$ cat config.mk
export PLATFORM = sky130hd
export DESIGN_NAME = mac_array_unit
export DESIGN_NICKNAME = d
export VERILOG_FILES = /design/src/rtl/mac_array_unit_pkg.sv /design/src/rtl/mac_array_unit_lane.sv /design/src/rtl/mac_array_unit.sv
export SDC_FILE = /design/constraint.sdc
export NUM_CORES = 1
export LEC_CHECK = 0
export CAP_MARGIN = 0
export CORE_MARGIN = 2
export CORE_UTILIZATION = 35
export CTS_BUF_LIST = sky130_fd_sc_hd__clkbuf_16
export CTS_CLUSTER_SIZE = 20
export DETAILED_ROUTE_END_ITERATION = 6
export PLACE_DENSITY = 0.54
export SETUP_SLACK_MARGIN = 0.2
export SLEW_MARGIN = 20
export SYNTH_ARGS = -nofsm -noshare
export SYNTH_HDL_FRONTEND = slang
export SYNTH_SLANG_ARGS = --single-unit
$ cat constraint.sdc
create_clock -name clk -period 8.4 [get_ports clk]
set_input_delay 1.26 -clock clk [delete_from_list [all_inputs] [get_ports clk]]
set_output_delay 1.26 -clock clk [all_outputs]
set_load 0.05 [all_outputs]
$ cat src/rtl/mac_array_unit_pkg.sv
// Shared types and sizing helpers for the mac_array_unit MAC engine.
// Address widths and the read count are derived here so every file sizes its ports the same way.
package mac_pkg;

    typedef enum logic [1:0] {
        ST_IDLE  = 2'd0,
        ST_RUN   = 2'd1,
        ST_DRAIN = 2'd2,
        ST_DONE  = 2'd3
    } mac_state_e;

    localparam int DRAIN_CYCLES = 3;

    function automatic int addr_w(input int depth);
        return (depth > 1) ? $clog2(depth) : 1;
    endfunction

    function automatic int total_reads(input int m, input int k, input int n, input int lanes);
        return m * (n / lanes) * k;
    endfunction

endpackage

$ cat src/rtl/mac_array_unit_lane.sv
// One multiply-accumulate lane: operand extension, product register, tag pipeline, accumulator.
// o_acc_next is the value the accumulator takes on the next edge, so the top can register it as C data.
module mac_lane
    import mac_pkg::*;
#(
    parameter int DW    = 8,
    parameter int ACC_W = 18
) (
    input  logic             clk,
    input  logic             rst,
    input  logic             i_valid,
    input  logic             i_first,
    input  logic             i_signed,
    input  logic [DW-1:0]    i_a,
    input  logic [DW-1:0]    i_b,
    output logic [ACC_W-1:0] o_acc_next
);

    logic [2*DW-1:0]  w_a_x;
    logic [2*DW-1:0]  w_b_x;
    logic [2*DW-1:0]  w_prod;
    logic [ACC_W-1:0] w_prod_ext;

    logic             r_v1;
    logic             r_f1;
    logic             r_v2;
    logic             r_f2;
    logic [ACC_W-1:0] r_prod;
    logic [ACC_W-1:0] r_acc;

    // Extend operands to 2*DW; the low 2*DW product bits are then exact in both modes.
    always_comb begin
        w_a_x = {(2*DW){i_signed & i_a[DW-1]}};
        w_a_x[DW-1:0] = i_a;
        w_b_x = {(2*DW){i_signed & i_b[DW-1]}};
        w_b_x[DW-1:0] = i_b;
        w_prod = w_a_x * w_b_x;
        w_prod_ext = {ACC_W{i_signed & w_prod[2*DW-1]}};
        w_prod_ext[2*DW-1:0] = w_prod;
    end

    // A first-of-dot-product tag replaces the running sum instead of adding to it.
    always_comb begin
        if (r_f2) begin
            o_acc_next = r_prod;
        end else begin
            o_acc_next = r_acc + r_prod;
        end
    end

    // Tag pipeline, product register and accumulator.
    always_ff @(posedge clk) begin
        if (rst) begin
            r_v1   <= 1'b0;
            r_f1   <= 1'b0;
            r_v2   <= 1'b0;
            r_f2   <= 1'b0;
            r_prod <= {ACC_W{1'b0}};
            r_acc  <= {ACC_W{1'b0}};
        end else begin
            r_v1 <= i_valid;
            r_f1 <= i_first;
            r_v2 <= r_v1;
            r_f2 <= r_f1;
            if (r_v1) begin
                r_prod <= w_prod_ext;
            end
            if (r_v2) begin
                r_acc <= o_acc_next;
            end
        end
    end

endmodule

$ cat src/rtl/mac_array_unit.sv
// LANES-wide matrix multiply engine: C = A x B with A (M x K) and B (K x N) in external registered memories.
// Holds the control FSM, the m/g/k counters, address generation and the registered C write port.
module mac_array_unit
    import mac_pkg::*;
#(
    parameter int param_M            = 4,
    parameter int param_K            = 4,
    parameter int param_N            = 4,
    parameter int LANES              = 2,
    parameter int DATA_WIDTH_INITIAL = 8,
    parameter int ACC_WIDTH          = 2*DATA_WIDTH_INITIAL + $clog2(param_K)
) (
    input  logic                                      clk,
    input  logic                                      rst,
    input  logic                                      mac_start,
    input  logic                                      signed_mode,
    output logic                                      a_b_re,
    output logic [addr_w(param_M*param_K)-1:0]        a_addr_out,
    output logic [addr_w(param_K*param_N/LANES)-1:0]  b_addr_out,
    input  logic [DATA_WIDTH_INITIAL-1:0]             a_data_in,
    input  logic [LANES*DATA_WIDTH_INITIAL-1:0]       b_data_in,
    output logic                                      c_we,
    output logic [addr_w(param_M*param_N/LANES)-1:0]  c_addr_out,
    output logic [LANES*ACC_WIDTH-1:0]                c_data_out,
    output logic                                      busy,
    output logic                                      mac_done
);

    localparam int DW   = DATA_WIDTH_INITIAL;
    localparam int G    = param_N / LANES;
    localparam int AW_A = addr_w(param_M*param_K);
    localparam int AW_B = addr_w(param_K*G);
    localparam int AW_C = addr_w(param_M*G);
    localparam int MW   = addr_w(param_M);
    localparam int GW   = addr_w(G);
    localparam int KW   = addr_w(param_K);
    localparam int CW   = LANES*ACC_WIDTH;

    localparam logic [MW-1:0] M_LAST     = MW'(param_M - 1);
    localparam logic [GW-1:0] G_LAST     = GW'(G - 1);
    localparam logic [KW-1:0] K_LAST     = KW'(param_K - 1);
    localparam logic [1:0]    DRAIN_LAST = 2'(DRAIN_CYCLES - 1);

    mac_state_e      r_state;
    mac_state_e      w_state_nxt;
    logic [MW-1:0]   r_m;
    logic [MW-1:0]   w_m_nxt;
    logic [GW-1:0]   r_g;
    logic [GW-1:0]   w_g_nxt;
    logic [KW-1:0]   r_k;
    logic [KW-1:0]   w_k_nxt;
    logic [1:0]      r_drain;
    logic [1:0]      w_drain_nxt;
    logic            w_rd_nxt;
    logic            w_last_read;

    logic            r_a_b_re;
    logic [AW_A-1:0] r_a_addr;
    logic [AW_B-1:0] r_b_addr;
    logic            r_rd_first;
    logic            r_rd_last;
    logic [AW_C-1:0] r_rd_caddr;
    logic            r_signed;
    logic            r_busy;
    logic            r_mac_done;

    logic            r_last1;
    logic            r_last2;
    logic [AW_C-1:0] r_caddr1;
    logic [AW_C-1:0] r_caddr2;
    logic            r_c_we;
    logic [AW_C-1:0] r_c_addr;
    logic [CW-1:0]   r_c_data;
    logic [CW-1:0]   w_acc_next;

    // The counters always name the read presented on the ports this cycle.
    assign w_last_read = (r_m == M_LAST) && (r_g == G_LAST) && (r_k == K_LAST);

    // Next-state, counter advance (k inner, g middle, m outer) and read issue.
    always_comb begin
        w_state_nxt = r_state;
        w_m_nxt     = r_m;
        w_g_nxt     = r_g;
        w_k_nxt     = r_k;
        w_drain_nxt = r_drain;
        w_rd_nxt    = 1'b0;
        case (r_state)
            ST_IDLE: begin
                if (mac_start) begin
                    w_state_nxt = ST_RUN;
                    w_m_nxt     = {MW{1'b0}};
                    w_g_nxt     = {GW{1'b0}};
                    w_k_nxt     = {KW{1'b0}};
                    w_rd_nxt    = 1'b1;
                end else begin
                    w_state_nxt = ST_IDLE;
                end
            end
            ST_RUN: begin
                if (w_last_read) begin
                    w_state_nxt = ST_DRAIN;
                    w_drain_nxt = 2'd0;
                end else begin
                    w_rd_nxt = 1'b1;
                    if (r_k != K_LAST) begin
                        w_k_nxt = r_k + {{(KW-1){1'b0}}, 1'b1};
                    end else if (r_g != G_LAST) begin
                        w_k_nxt = {KW{1'b0}};
                        w_g_nxt = r_g + {{(GW-1){1'b0}}, 1'b1};
                    end else begin
                        w_k_nxt = {KW{1'b0}};
                        w_g_nxt = {GW{1'b0}};
                        w_m_nxt = r_m + {{(MW-1){1'b0}}, 1'b1};
                    end
                end
            end
            ST_DRAIN: begin
                if (r_drain == DRAIN_LAST) begin
                    w_state_nxt = ST_DONE;
                end else begin
                    w_drain_nxt = r_drain + 2'd1;
                end
            end
            ST_DONE: begin
                w_state_nxt = ST_IDLE;
            end
            default: begin
                w_state_nxt = ST_IDLE;
            end
        endcase
    end

    // Control state, read port and per-read tags; addresses hold while no read is issued.
    always_ff @(posedge clk) begin
        if (rst) begin
            r_state    <= ST_IDLE;
            r_m        <= {MW{1'b0}};
            r_g        <= {GW{1'b0}};
            r_k        <= {KW{1'b0}};
            r_drain    <= 2'd0;
            r_a_b_re   <= 1'b0;
            r_a_addr   <= {AW_A{1'b0}};
            r_b_addr   <= {AW_B{1'b0}};
            r_rd_first <= 1'b0;
            r_rd_last  <= 1'b0;
            r_rd_caddr <= {AW_C{1'b0}};
            r_signed   <= 1'b0;
            r_busy     <= 1'b0;
            r_mac_done <= 1'b0;
        end else begin
            r_state  <= w_state_nxt;
            r_m      <= w_m_nxt;
            r_g      <= w_g_nxt;
            r_k      <= w_k_nxt;
            r_drain  <= w_drain_nxt;
            r_a_b_re <= w_rd_nxt;
            if (w_rd_nxt) begin
                r_a_addr   <= AW_A'(int'(w_m_nxt) * param_K + int'(w_k_nxt));
                r_b_addr   <= AW_B'(int'(w_k_nxt) * G + int'(w_g_nxt));
                r_rd_caddr <= AW_C'(int'(w_m_nxt) * G + int'(w_g_nxt));
                r_rd_first <= (w_k_nxt == {KW{1'b0}});
                r_rd_last  <= (w_k_nxt == K_LAST);
            end
            if ((r_state == ST_IDLE) && mac_start) begin
                r_signed <= signed_mode;
            end
            r_busy     <= (w_state_nxt != ST_IDLE);
            r_mac_done <= (w_state_nxt == ST_DONE);
        end
    end

    for (genvar j = 0; j < LANES; j++) begin : g_lane
        mac_lane #(
            .DW    (DW),
            .ACC_W (ACC_WIDTH)
        ) u_lane (
            .clk        (clk),
            .rst        (rst),
            .i_valid    (r_a_b_re),
            .i_first    (r_rd_first),
            .i_signed   (r_signed),
            .i_a        (a_data_in),
            .i_b        (b_data_in[j*DW +: DW]),
            .o_acc_next (w_acc_next[j*ACC_WIDTH +: ACC_WIDTH])
        );
    end

    // Last-of-dot-product tag and C address ride alongside the lane pipeline to the write port.
    always_ff @(posedge clk) begin
        if (rst) begin
            r_last1  <= 1'b0;
            r_last2  <= 1'b0;
            r_caddr1 <= {AW_C{1'b0}};
            r_caddr2 <= {AW_C{1'b0}};
            r_c_we   <= 1'b0;
            r_c_addr <= {AW_C{1'b0}};
            r_c_data <= {CW{1'b0}};
        end else begin
            r_last1  <= r_a_b_re & r_rd_last;
            r_caddr1 <= r_rd_caddr;
            r_last2  <= r_last1;
            r_caddr2 <= r_caddr1;
            r_c_we   <= r_last2;
            if (r_last2) begin
                r_c_addr <= r_caddr2;
                r_c_data <= w_acc_next;
            end
        end
    end

    assign a_b_re     = r_a_b_re;
    assign a_addr_out = r_a_addr;
    assign b_addr_out = r_b_addr;
    assign c_we       = r_c_we;
    assign c_addr_out = r_c_addr;
    assign c_data_out = r_c_data;
    assign busy       = r_busy;
    assign mac_done   = r_mac_done;

endmodule

==> impl_metrics.py <==
metrics = {
    "grt": {
        "grt_pass1_wl_mm": 47.44,
        "antenna_found_initial": 0,
        "grtUsageTotal_pct": 15.93,
        "overflow": 0,
        "grt_pass1_vias": 9432,
        "grt_start_max_net_pins": 76,
    },
    "setup_path": {
        "critPathArrivalTime_ns": 7.13,
        "worstPathCellList": "clkdlybuf4s50_1, nand2_1, or2_2, fa_1, fa_1, inv_1, fa_1, fa_1, inv_1, fa_1, inv_1, ha_1, inv_1, o21ai_0, a2111oi_0, o31ai_1, xnor2_1, nand3_1, a21oi_1",
        "cp-end-kind": "flip-flop",
        "cp_max_fo": 10,
        "cp-start-kind": "primary input",
        "max_stage_delay_ns": 0.66,
        "reg2reg_from": "r_signed",
        "crit_family": "adder cells",
        "r2r_cells": 18,
        "setup.worst_path.start": "b_data_in[15]",
        "crit_cells": 19,
        "crit_buf_inv": 5,
        "cp.required_ns": 8.76,
        "worst-setup-path-type": "primary input to flip-flop",
        "cp_slowest_cell": "clkdlybuf4s50_1",
        "path_common_cell": "fa_1",
    },
    "cts": {
        "post_cts_resize_count": 0,
        "cts_tree": "built",
        "clock-root-buffer": "clkbuf_16",
        "clk_latency_ns": 0.43,
        "htree_levels": 4,
        "clock-sinks": 142,
        "cts_max_path_buffers": 2,
        "post_cts_buffers": 0,
        "clkTransAtPathRegs_ns": 0.06,
        "cts_hold_buf": 0,
        "cts_buffers": 17,
    },
    "cells_and_area": {
        "n_antenna_cell": 0,
        "layout-area-overhead-vs-synth_pct": 13.30,
        "layout-drive-gt1-share_pct": 4.286,
        "multi_input_area_sq_um": 8692,
        "final_nets": 1716,
        "final-seq-area_sq_um": 2846,
        "fillerInstances": 3615,
    },
    "synthesis": {
        "netlist_area_sq_um": 12460,
        "synth_edf_count": 0,
        "synth_area_leaders": "dfxtp_1 (23%), fa_1 (21%), ha_1 (10%)",
        "ys_types": 66,
        "synth_top_area_share_pct": 22.82,
        "seq_area_frac_synth_pct": 22.82,
        "postSynth.asyncResetShare_pct": 0,
        "yosysWarnings": 0,
        "yosys.area.top_type": "dfxtp_1",
        "synthCells": 1424,
        "ys_ff_latch": 142,
        "yosys-top-cells-count": "inv_1 (171), nor2_1 (160), dfxtp_1 (142)",
        "yosysMostFrequentCell": "inv_1",
        "synth_top_flop_cell": "dfxtp_1",
        "syn_area_per_cell_sq_um": 8.749,
        "synth_nets": 1683,
    },
    "timing": {
        "finalCriticalPeriod_ns": 6.779,
        "worst_hold_slack_ns": 0.4359,
        "timing.setup.tns_ns": 0,
        "relSlewSlack_pct": 45.71,
        "hold_viol_final": 0,
        "rsz0062_at_grt": "no",
        "max_freq_mhz": 147.5,
        "worst_slew_pin_slew_ns": 0.8118,
        "finalSetupViolCount": 0,
        "fin_worst_skew_ns": 0.006571,
        "final_max_slew_viol_count": 0,
        "period_share_pct": 80.70,
    },
    "floorplan": {
        "rows": 69,
        "die_w_microns": 192.7,
        "die_y_microns": 192.7,
        "io_pins": 78,
        "dieArea_sq_um": 37120,
        "coreArea_sq_um": 35310,
        "start_util_pct": 35.28,
    },
    "route": {
        "drcViolationCount": 0,
        "final_antenna_net_count": 0,
        "firstDrtPassIters": 4,
        "drt_wl_total_mm": 28.03,
        "wl_per_cell_microns": 14.52,
        "drt_iter0_markers": 374,
        "vias_per_cell": 4.990,
        "num_vias": 9636,
    },
    "pwr": {
        "total_power_mw": 2.696,
        "irDropWorstVdd_uv": 122.8,
        "p_leak_nw": 6.074,
        "power.density_nw_per_um2": 191.0,
    },
    "min_path": {
        "whs_path_depth": 1,
        "hp-class": "flip-flop to flip-flop",
        "holdCritStartpoint": "r_caddr1[2]",
    },
    "outcome": {
        "status": "complete, no violations",
    },
    "flow_run": {
        "max-cap-violations": 0,
    },
    "place": {
        "io_buffers": 77,
        "gp_congestion": 0.8318,
        "dpl.hpwl_mm": 21.28,
    },
}
## path summary, 6_finish.rpt
check	slack, ns	endpoint
max	1.62	g_lane[1].u_lane.r_prod[16]
min	0.44	r_caddr2[2]
max reg2reg	2.31	g_lane[1].u_lane.r_prod[16]
min reg2reg	0.44	r_caddr2[2]
## metal layers
layer	routed length [microns]	track usage, %
met5	0	0
met4	348	4.228
met3	811	1.764
met2	12470	24.76
met1	14400	23.36
## flip-flops by register name (all words and copies together), names as in the netlist, 2 cells and up
| name | cells |
|---|---|
| a_addr_out | 4 |
| c_addr_out | 3 |
| c_data_out | 36 |
| g_lane.u_lane.r_acc | 36 |
| g_lane.u_lane.r_prod | 34 |
| r_caddr1 | 3 |
| r_caddr2 | 3 |
| r_drain | 2 |
| r_k | 2 |
| r_m | 2 |
| r_state | 2 |
## logic make-up (layout without fill, tap and decap cells)
| group | after synthesis | count (layout) | synth area share (%) |
|---|---|---|---|
| AOI/OAI and AO/OA | 252 | 252 | 14.00 |
| adders and majority gates | 231 | 231 | 30.91 |
| DFF | 142 | 142 | 22.82 |
| buffers and inverters | 245 | 291 | 7.442 |
| and+or+nand+nor | 458 | 458 | 17.57 |
| xor gates and xnor gates | 45 | 45 | 3.164 |
| muxes | 51 | 51 | 4.098 |
## through the flow
stage | setup slack [ns] | area [sq um] | cells | util (%)
2_1_floorplan | 2.096 | 12460 | 1424 | -
3_3_place_gp | 1.335 | 13600 | 1899 | 38.53
3_5_place_dp | 1.193 | 13600 | 1899 | 38.53
4_1_cts | 1.634 | 14110 | 1931 | 39.96
5_1_grt | 1.147 | 14110 | 1931 | 39.97
6_report | 1.621 | 14110 | 1931 | 39.97
## cells in the final DEF (no fill, tap or decap), types with 14 or more instances in the layout
master and n:
inv_1 171, nor2_1 160, dfxtp_1 139, fa_1 128, nand2_1 109, ha_1 103
clkdlybuf4s50_1 76, and2_1 73, a21oi_1 59, a211oi_1 58, mux2i_1 51, o21ai_0 37
xnor2_1 33, nand3_1 23, nor2b_1 18, clkbuf_16 17, a21o_1 15, nand2b_1 14
## area by class of cell
cell class	count	area share [%]
Clock inverter	15	0.5762
Timing Repair Buffer	88	6.028
Inverter	171	4.547
Multi-Input combinational cell	1037	61.58
Clock buffer	17	3.014
Sequential cell	142	20.17
Tap cell	461	4.087
## power by group
group / leakage (nW) / internal (mW) / total (mW) / switching [mW]
Sequential: 1.15 / 0.713 / 0.755 / 0.0419
Clock: 0.248 / 0.368 / 0.657 / 0.289
Combinational: 4.67 / 0.560 / 1.28 / 0.724
Total: 6.07 / 1.64 / 2.70 / 1.06
(Power assumes the default switching activity.)
